===== config.mk =====
export PLATFORM = sky130hd
export DESIGN_NAME = mul_unit
export DESIGN_NICKNAME = d
export VERILOG_FILES = /design/src/rtl/mul_pkg.sv /design/src/rtl/mul_step.sv /design/src/rtl/mul_unit.sv
export SDC_FILE = /design/constraint.sdc
export NUM_CORES = 1
export LEC_CHECK = 0
export ABC_AREA = 1
export BUFFER_PORTS_ARGS = -buffer_cell sky130_fd_sc_hd__buf_2
export CORE_ASPECT_RATIO = 1.75
export CORE_MARGIN = 2
export CORE_UTILIZATION = 32
export DETAILED_ROUTE_END_ITERATION = 16
export SYNTH_ARGS = -nofsm -noshare
export SYNTH_HDL_FRONTEND = slang
export SYNTH_SLANG_ARGS = --single-unit
export TNS_END_PERCENT = 30

===== constraint.sdc =====
create_clock -name clk -period 6.9 [get_ports clk]
set_input_delay 0.345 -clock clk [delete_from_list [all_inputs] [get_ports clk]]
set_output_delay 0.345 -clock clk [all_outputs]
set_load 0.03 [all_outputs]

===== src/rtl/mul_pkg.sv =====
// ---------------------------------------------------------------------------
// mul_pkg
// Shared types and constants for the iterative multiply unit.
//   mul_op_t    : operation encodings carried on MUL_op
//   mul_state_t : sequencer states of mul_unit
//   MUL_R       : multiplier bits retired per iteration (1, or 2 when
//                 MUL_RADIX4_EN is defined)
//   MUL_N       : iteration count for the default 32-bit operand width
//   mulSteps()  : iteration count for an arbitrary operand width
//   takesHigh() : true for the operations that return the upper product half
// Configuration macro: MUL_RADIX4_EN
// ---------------------------------------------------------------------------
package mul_pkg;

   typedef enum logic [1:0] {
      OP_MUL   = 2'b00,
      OP_MULH  = 2'b01,
      OP_MULHU = 2'b10,
      OP_RSVD  = 2'b11
   } mul_op_t;

   typedef enum logic [1:0] {
      IDLE = 2'b00,
      BUSY = 2'b01,
      DONE = 2'b10
   } mul_state_t;

`ifdef MUL_RADIX4_EN
   localparam int MUL_R = 2;
`else
   localparam int MUL_R = 1;
`endif

   localparam int MUL_N = 32 / MUL_R;

   function automatic int mulSteps(input int width);
      return width / MUL_R;
   endfunction

   // The reserved encoding behaves like MUL, so only MULH/MULHU pick the
   // upper half of the product.
   function automatic logic takesHigh(input mul_op_t op);
      return (op == OP_MULH) || (op == OP_MULHU);
   endfunction

endpackage


===== src/rtl/mul_step.sv =====
// ---------------------------------------------------------------------------
// mul_step
// One combinational shift-add iteration of the unsigned multiplier.
// The partial product selected by the next MUL_R multiplier bits is added
// into the upper half of the accumulator, and the whole accumulator is then
// shifted right by MUL_R. After W/MUL_R iterations the accumulator holds the
// full 2*W-bit product.
// Ports:
//   acc_i     : current 2*W-bit accumulator
//   mcand_i   : unsigned multiplicand magnitude
//   mcand3_i  : 3x multiplicand, precomputed at issue (radix-4 build only)
//   bits_i    : the MUL_R multiplier bits consumed by this iteration
//   acc_o     : accumulator after this iteration
// Configuration macro: MUL_RADIX4_EN (selects radix-4 partial products)
// ---------------------------------------------------------------------------
module mul_step
   import mul_pkg::*;
#(
   parameter int W = 32
)
(
   input  logic [2*W-1:0]   acc_i,
   input  logic [W-1:0]     mcand_i,
`ifdef MUL_RADIX4_EN
   input  logic [W+1:0]     mcand3_i,
`endif
   input  logic [MUL_R-1:0] bits_i,
   output logic [2*W-1:0]   acc_o
);

   // The upper half never exceeds 2^W-1, so W+MUL_R bits hold the sum of it
   // and the largest partial product without a carry out.
   logic [W+MUL_R-1:0] partial;
   logic [W+MUL_R-1:0] sum;
   logic               unusedLowBits;

   // Partial product selection for this group of multiplier bits.
   always_comb begin
      partial = '0;
`ifdef MUL_RADIX4_EN
      case (bits_i)
         2'd1:    partial = {2'b00, mcand_i};
         2'd2:    partial = {1'b0, mcand_i, 1'b0};
         2'd3:    partial = mcand3_i;
         default: partial = '0;
      endcase
`else
      if (bits_i[0]) begin
         partial = {1'b0, mcand_i};
      end
`endif
   end

   assign sum = {{MUL_R{1'b0}}, acc_i[2*W-1:W]} + partial;

   // Concatenating the sum above the surviving low bits is the right shift;
   // the MUL_R lowest accumulator bits are always zero-filled history and
   // drop off the bottom.
   assign acc_o = {sum, acc_i[W-1:MUL_R]};

   assign unusedLowBits = ^acc_i[MUL_R-1:0];

endmodule


===== src/rtl/mul_unit.sv =====
// ---------------------------------------------------------------------------
// mul_unit
// Iterative integer multiplier for the EX stage. Operands are captured when a
// multiply issues, the pipeline is stalled while the unsigned magnitudes are
// multiplied one step per cycle, and the selected half of the (sign-corrected)
// product is presented in the DONE state.
// Ports:
//   clk           : rising-edge clock
//   reset_n       : asynchronous active-low reset
//   MUL_in_use    : a multiply instruction occupies EX this cycle
//   MUL_op        : 00 MUL, 01 MULH, 10 MULHU, 11 behaves as MUL
//   MUL_operand1  : multiplicand
//   MUL_operand2  : multiplier
//   MUL_stall_in  : downstream stall request, extends DONE
//   MUL_flush     : squash the instruction in EX
//   MUL_result    : selected product half, valid while MUL_done is high
//   MUL_stall     : hold the pipeline
//   MUL_done      : result valid this cycle
// Configuration macro: MUL_RADIX4_EN (two multiplier bits per iteration,
// halving latency; results are identical)
// ---------------------------------------------------------------------------
module mul_unit
   import mul_pkg::*;
#(
   parameter int OPERAND_SIZE = 32
)
(
   input  logic                    clk,
   input  logic                    reset_n,
   input  logic                    MUL_in_use,
   input  logic [1:0]              MUL_op,
   input  logic [OPERAND_SIZE-1:0] MUL_operand1,
   input  logic [OPERAND_SIZE-1:0] MUL_operand2,
   input  logic                    MUL_stall_in,
   input  logic                    MUL_flush,
   output logic [OPERAND_SIZE-1:0] MUL_result,
   output logic                    MUL_stall,
   output logic                    MUL_done
);

   localparam int W  = OPERAND_SIZE;
   localparam int N  = mulSteps(OPERAND_SIZE);
   localparam int CW = (N > 1) ? $clog2(N) : 1;

   mul_state_t     state_q,  state_d;
   mul_op_t        op_q,     op_d;
   logic [W-1:0]   mcand_q,  mcand_d;
   logic [W-1:0]   mplier_q, mplier_d;
   logic           negate_q, negate_d;
   logic [2*W-1:0] acc_q,    acc_d;
   logic [CW-1:0]  count_q,  count_d;
`ifdef MUL_RADIX4_EN
   logic [W+1:0]   mcand3_q, mcand3_d;
   logic [W+1:0]   issueMcand3;
`endif

   mul_op_t        issueOp;
   logic           issueIsMulh;
   logic [W-1:0]   absOp1;
   logic [W-1:0]   absOp2;
   logic [2*W-1:0] stepAcc;
   logic [2*W-1:0] product;

   // Only MULH treats operands as signed. Negating the most-negative value
   // in W bits yields 2^(W-1), which is exactly its magnitude when read as
   // unsigned, so no extra bit is needed.
   assign issueOp     = mul_op_t'(MUL_op);
   assign issueIsMulh = (issueOp == OP_MULH);
   assign absOp1      = (issueIsMulh && MUL_operand1[W-1]) ? -MUL_operand1 : MUL_operand1;
   assign absOp2      = (issueIsMulh && MUL_operand2[W-1]) ? -MUL_operand2 : MUL_operand2;
`ifdef MUL_RADIX4_EN
   assign issueMcand3 = {2'b00, absOp1} + {1'b0, absOp1, 1'b0};
`endif

   mul_step #(
      .W        (W)
   ) u_step (
      .acc_i    (acc_q),
      .mcand_i  (mcand_q),
`ifdef MUL_RADIX4_EN
      .mcand3_i (mcand3_q),
`endif
      .bits_i   (mplier_q[MUL_R-1:0]),
      .acc_o    (stepAcc)
   );

   // State and datapath registers; reset clears everything so nothing from
   // an interrupted multiply survives.
   always_ff @(posedge clk or negedge reset_n) begin
      if (!reset_n) begin
         state_q  <= IDLE;
         op_q     <= OP_MUL;
         mcand_q  <= '0;
         mplier_q <= '0;
         negate_q <= 1'b0;
         acc_q    <= '0;
         count_q  <= '0;
`ifdef MUL_RADIX4_EN
         mcand3_q <= '0;
`endif
      end else begin
         state_q  <= state_d;
         op_q     <= op_d;
         mcand_q  <= mcand_d;
         mplier_q <= mplier_d;
         negate_q <= negate_d;
         acc_q    <= acc_d;
         count_q  <= count_d;
`ifdef MUL_RADIX4_EN
         mcand3_q <= mcand3_d;
`endif
      end
   end

   // Next-state logic. Flush wins over both issue and completion; stall_in
   // only matters in DONE, where it holds the result for the pipeline.
   always_comb begin
      state_d  = state_q;
      op_d     = op_q;
      mcand_d  = mcand_q;
      mplier_d = mplier_q;
      negate_d = negate_q;
      acc_d    = acc_q;
      count_d  = count_q;
`ifdef MUL_RADIX4_EN
      mcand3_d = mcand3_q;
`endif
      case (state_q)
         IDLE: begin
            if (MUL_in_use && !MUL_flush) begin
               state_d  = BUSY;
               op_d     = issueOp;
               mcand_d  = absOp1;
               mplier_d = absOp2;
               negate_d = issueIsMulh && (MUL_operand1[W-1] ^ MUL_operand2[W-1]);
               acc_d    = '0;
               count_d  = '0;
`ifdef MUL_RADIX4_EN
               mcand3_d = issueMcand3;
`endif
            end
         end
         BUSY: begin
            if (MUL_flush) begin
               state_d = IDLE;
            end else begin
               acc_d    = stepAcc;
               mplier_d = mplier_q >> MUL_R;
               count_d  = count_q + CW'(1);
               if (count_q == CW'(N - 1)) begin
                  state_d = DONE;
               end
            end
         end
         DONE: begin
            if (MUL_flush || !MUL_stall_in) begin
               state_d = IDLE;
            end
         end
         default: begin
            state_d = IDLE;
         end
      endcase
   end

   // Sign correction is applied to the full-width product before the half
   // is selected, so MULH gets the correct borrow into the upper half.
   assign product = negate_q ? -acc_q : acc_q;

   assign MUL_done   = (state_q == DONE);
   assign MUL_result = (state_q != DONE) ? '0 :
                       takesHigh(op_q)   ? product[2*W-1:W] : product[W-1:0];

   // Combinational so the issue cycle itself stalls. Gating with reset_n
   // keeps every output low for the whole time reset is asserted, even
   // while the pipeline still presents a multiply.
   assign MUL_stall = reset_n && MUL_in_use &&
                      ((state_q == IDLE) || (state_q == BUSY) || MUL_stall_in);

endmodule


==> results of run 1 <==
[kinds of logic (layout without fill, tap and decap cells)]
family | after synthesis | in the layout | share of synthesized area
xor+xnor | 27 | 27 | 0.0192
simple gates | 1197 | 1197 | 0.408
flops | 138 | 138 | 0.280
compound gates | 344 | 344 | 0.148
buf+inv | 329 | 410 | 0.105
fa+ha+maj | 38 | 38 | 0.0391
[sequential cells by signal (all words and copies together), names as in the netlist]
name      flops
negate_q      1
count_q       5
mplier_q     32
op_q          2
state_q       2
mcand_q      32
acc_q        64
[worst min path at each step]
stage	start	endpoint	depth (start not counted)
6_report	MUL_op[1]	op_q[1]	3
5_1_grt	MUL_op[1]	op_q[1]	3
4_1_cts	MUL_op[1]	op_q[1]	3
3_5_place_dp	reset_n	mplier_q[29]	1
3_3_place_gp	reset_n	mplier_q[29]	1
2_1_floorplan	reset_n	acc_q[0]	0
[power by group]
| part | total (uW) | leakage [uW] | switching, uW | internal, uW |
|---|---|---|---|---|
| logic | 2620 | 0.00537 | 1810 | 809 |
| clock network | 966 | 0.000293 | 448 | 518 |
| registers | 1300 | 0.00179 | 260 | 1040 |
| total | 4890 | 0.00746 | 2520 | 2370 |
[cell type report]
class | count | share of cell area
clock buffer | 17 | 0.0307
multi-input combinational | 1606 | 0.548
tap | 485 | 0.0438
clock inverter | 15 | 0.0131
timing repair buffer | 114 | 0.0436
inverter | 264 | 0.0715
sequential | 138 | 0.249
[layer usage]
metal  vias to the layer above  wire length (um)
li1                       6824                 -
met3                       109              1700
met1                      6199             17200
met4                         0              2540
met2                       373             23100
met5                         -                 0
[per-stage QoR]
stage                     utilization  cell area (um2)  power (uW)  setup WS (ns)  std cells
after floorplan                     -            12300        3080           4.53       2073
after global placement          0.346            13200        3870           3.86       2606
after detailed placement        0.346            13200        3890           3.84       2606
after CTS                       0.362            13900        4870           3.49       2639
after global routing            0.362            13900        5300           3.26       2639
final                           0.362            13900        4890           3.51       2639
[critical path: stages (launching register included)]
cell and delay [ns]:
dfrtp_2 0.34, buf_4 0.61, inv_1 0.62, or2_2 0.47, nand2_1 0.07, nand2_1 0.05, nand3_1 0.11, nand2_1 0.07
inv_1 0.04, buf_2 0.18
[layout by cell type (no fill, tap or decap), drive strengths merged]
cell type and n:
nor2 290, a31oi 10, nand2 623, o211a 1, a22oi 1, o22ai 7
fa 1, clkinvlp 1, o21a 1, and2 2, inv 270, ha 37
clkinv 7, xnor2 8, a21boi 2, or2 9, a21o 1, bufinv 1
o211ai 11, clkbuf 17, dlygate4sd3 1, a21oi 100, nor3 23, o21ai 203
dfrtp 138, nand4 28, o31ai 7, xor2 19, buf 113, nor4 1
nand3b 10, nand3 211
==> impl_metrics.yaml, run 1 <==
run_status:
  status: "completed"
grt:
  met2_usage: 0.408
  grt_max_degree: 82
  grt-busiest-layer: "met2"
  grtUsageTotal: 0.220
  grt_pass1_wl_mm: 70.3
  antenna_found_initial: 0
  overflow: 0
  grt_use_met1: 0.240
  grt_pass1_vias: 13200
  met3_usage: 0.0254
clock_network:
  clockBufferDepth: 2
  cts_root_buffer: "clkbuf_16"
  holdBufCountCts: 1
  clock_sink_count: 138
  clk-insertion-delay-late_ns: 0.46
  cts_setup_buffers: 0
  clk_pin_slew_ns: 0.07
  ctsResizeCount: 0
  numCtsBuffers: 17
  cts_max_level: 4
  cts_tree: "yes"
worst_setup_path:
  cp.required_ns: 6.55
  critPathCapture: "MUL_result[15]"
  startpoint: "negate_q"
  ff2ff_path_depth: 15
  regToRegStartpoint: "mplier_q[0]"
  criticalPathCategory: "reg2out"
  cp-start-kind: "flip-flop"
  end_kind: "output port"
  r2r_slack_ns: 3.81
  arrival_ns: 3.04
  crit_fanout: 75
  r2r_end: "acc_q[55]"
sta:
  clock_skew_ns: 0.0137
  rsz0062_at_grt: "no"
  setup_viol: 0
  period_share: 0.491
  report.final.slew_viol_count: 0
  hold_viol: 0
  setup-tns-final_ns: 0
  slew_headroom: 0.345
  hold_slack_ns: 0.142
  max_clock_freq_ghz: 0.295
  period_minus_slack_ns: 3.39
  tightest_slew_ns: 0.982
floorplan:
  die-area_mm2: 0.0402
  coreArea_mm2: 0.0383
  start_util: 0.322
  die_h_um: 264
  pin_count: 105
  std_cell_rows: 95
  die_x_um: 152
synth:
  postSynthAreaPerCell_um2: 5.95
  synth_commonest_cells: "nand2_1 (616), nor2_1 (277), inv_1 (256), nand3_1 (208), o21ai_0 (181)"
  yosys_warnings: 0
  yosys.area.top_type: "dfrtp_1"
  syn_area_mm2: 0.0123
  yosysMostFrequentCell: "nand2_1"
  synth-seq-cells: 138
  synth_top_flop_cell: "dfrtp_1"
  synth_top_area_frac: 0.280
  synth.area.top_cells: "dfrtp_1 (28%), nand2_1 (19%), nand3_1 (8.4%)"
  async_flop_share: 1.00
  synth-edff-count: 0
  synth_cells: 2073
  syn_nets: 2182
  yosysUniqueCellTypes: 43
  ys_seq_area_frac: 0.280
pwr:
  power_density_mw_per_mm2: 353
  ir_worst_vdd_uv: 165
  power.leakage_uw: 0.00746
job:
  maxCapViolCount: 0
final_layout:
  seqCellArea_mm2: 0.00345
  area_delta_synth_final_pct: 12.3
  drive_gt1_frac: 0.0882
  nNetsFinal: 2250
  multi_input_area_mm2: 0.00759
  diodes: 0
  fillers: 4315
drt:
  routed_via_density: 5.12
  wl_mm: 44.6
  wl_per_cell_um: 16.9
  firstDrtPassIters: 8
  drc: 0
  drt_iter0_markers: 739
  drt.antenna.violating_nets: 0
  vias: 13500
placed_design:
  dpl.hpwl_mm: 35.0
  portBuffers: 104
  gp_congestion: 0.947
worst_hold_path:
  hold_class: "in2reg"
Note: power is estimated with default switching activity, not from simulation.
==> run 2: changes to the inputs <==
- clock period: 6.9 -> 3.1 ns (I/O delays scaled with it)
==> run 2 against run 1 <==
Effect of this change:
- design area up 0.62%
- global-route usage shrank 0.55 points
- first-iteration DRC count rose by 40%
- critical path depth increased by 2
- cell count up 0.38%
- sequential share of layout area decreased by 0.15 points
- critical endpoint is now MUL_result[2]
- largest cell class unchanged
- largest power group unchanged
==> impl_metrics.yaml, run 2 (synthesized netlist as in run 1, its figures left out) <==
worst_setup_path:
  crit_family: "simple AND/OR/NAND/NOR gates"
  crit_slowest_cell: "dfrtp_1"
  criticalPathCategory: "reg2out"
  arrival_ns: 2.79
  r2r_slack_ns: 0.59
  cp.required_ns: 2.94
  cp-start-kind: "flip-flop"
  cp_cell_sequence: "inv_1 > ha_1 > nand3_1 > nor2_4 > nand2_2 > nor2_2 > nand2_1 > nand2_2 > nand2_1 > a31oi_1 > buf_2"
  r2r_end: "acc_q[59]"
  crit_fanout: 6
  ff2ff_path_depth: 13
  critPathMaxStageDelay_ns: 0.38
  regToRegStartpoint: "mplier_q[0]"
  end_kind: "output port"
  cp_num_buf_inv: 2
floorplan:
  start_util: 0.322
  die_x_um: 152
  coreArea_mm2: 0.0383
  pin_count: 105
  die_h_um: 264
  die-area_mm2: 0.0402
  std_cell_rows: 95
drt:
  routed_via_density: 5.14
  drc: 0
  vias: 13600
  drt_iter0_markers: 1038
  firstDrtPassIters: 7
  wl_per_cell_um: 16.5
  wl_mm: 43.8
  drt.antenna.violating_nets: 0
clock_network:
  cts_tree: "yes"
  clk_pin_slew_ns: 0.06
  clock_sink_count: 138
  cts_max_level: 4
  clockBufferDepth: 2
  clk-insertion-delay-late_ns: 0.45
  cts_root_buffer: "clkbuf_16"
  numCtsBuffers: 17
  cts_setup_buffers: 0
pwr:
  power_density_mw_per_mm2: 770
  ir_worst_vdd_uv: 460
  power.leakage_uw: 0.00750
final_layout:
  largest_reg_flops: 64
  max_flop_register: "acc_q"
  layout.cells.most_common: "nand2_1"
  diodes: 0
  nNetsFinal: 2261
  area_delta_synth_final_pct: 13.0
  drive_gt1_frac: 0.0887
  mostFrequentLayoutCells: "nand2_1 (616), nor2_1 (276), inv_1 (256), nand3_1 (208), o21ai_0 (181)"
  top_regs: "acc_q x64, mcand_q x32, mplier_q x32"
sta:
  report.final.slew_viol_count: 0
  hold_viol: 0
  hold_slack_ns: 0.0190
  period_share: 0.950
  period_minus_slack_ns: 2.94
  setup_viol: 0
  slew_headroom: 0.398
  clock_skew_ns: 0.0119
  setup-tns-final_ns: 0
  tightest_slew_ns: 0.902
  max_clock_freq_ghz: 0.340
  rsz0062_at_grt: "no"
grt:
  overflow: 0
  met3_usage: 0.0254
  grt_pass1_vias: 13100
  grt_max_degree: 81
  grtUsageTotal: 0.215
  grt_use_met1: 0.235
  met2_usage: 0.389
  antenna_found_initial: 0
  grt_pass1_wl_mm: 68.6
  grt-busiest-layer: "met2"
run_status:
  status: "completed"
worst_hold_path:
  worstHoldStart: "MUL_operand1[0]"
  holdPathStages: 3
  min_to: "mcand_q[0]"
  hold_class: "in2reg"
placed_design:
  gp_congestion: 0.981
  portBuffers: 104
  dpl.hpwl_mm: 34.4
job:
  maxCapViolCount: 0
==> run 2: stage by stage <==
stage / cell area [um2] / power, uW / instances / worst slack [ns] / util
floorplan: 12300 / 6860 / 2073 / 0.729 / -
global placement: 13300 / 8630 / 2609 / 0.636 / 0.348
detailed placement: 13300 / 8670 / 2609 / 0.600 / 0.348
CTS: 13900 / 10700 / 2649 / 0.140 / 0.364
global route: 13900 / 11600 / 2649 / 0.0244 / 0.364
finish: 13900 / 10700 / 2649 / 0.155 / 0.364
==> run 2: area by class of cell <==
class	instances	area [um2]
inverter	264	991
tap	485	607
multi-input combinational	1606	7600
clock buffer	22	484
sequential	138	3450
clock inverter	9	66.3
timing repair buffer	125	744
fill	4285	24300
==> run 2: how the worst max path moves through the flow <==
stage          depth (start not counted)         from  slack, ns             end
5_1_grt                               14     acc_q[1]       0.02  MUL_result[10]
4_1_cts                               13     acc_q[1]       0.14  MUL_result[24]
3_3_place_gp                          12  mplier_q[0]       0.64       acc_q[63]
6_report                              11     acc_q[1]       0.16   MUL_result[2]
2_1_floorplan                         17  mplier_q[0]       0.73       acc_q[61]
3_5_place_dp                          12  mplier_q[0]       0.60       acc_q[63]
==> run 2: timing repair <==
action / 4_1_cts / 5_1_grt
hold buffers: 9 / 0
setup endpoints to repair: 0 / 1
hold endpoints to repair: 67 / 0
gates resized for setup: 0 / 1
==> run 2: where the power goes <==
| group | switching [uW] | internal, uW | leakage (uW) | total [uW] |
|---|---|---|---|---|
| Combinational | 4060 | 1830 | 0.00543 | 5900 |
| Clock | 853 | 1100 | 0.000272 | 1960 |
| Sequential | 563 | 2320 | 0.00179 | 2880 |
| Total | 5480 | 5250 | 0.00750 | 10700 |
==> run 2: layer usage <==
metal | vias to the layer above | wire, um
met2 | 457 | 22000
met3 | 140 | 1950
met4 | 0 | 2880
li1 | 6848 | -
met1 | 6182 | 16900
met5 | - | 0
==> run 2: worst register-to-register path, cell delays in order, from the launching register on <==
cell,delay [ns]
dfrtp_1,0.36
buf_4,0.31
nand2_1,0.16
fa_1,0.46
o21ai_1,0.29
nand2_1,0.09
nand2_1,0.14
nand2_1,0.06
nand2_1,0.17
nand2_1,0.12
nand2_1,0.08
nand2_1,0.05
nand3_1,0.06
nand2_1,0.05
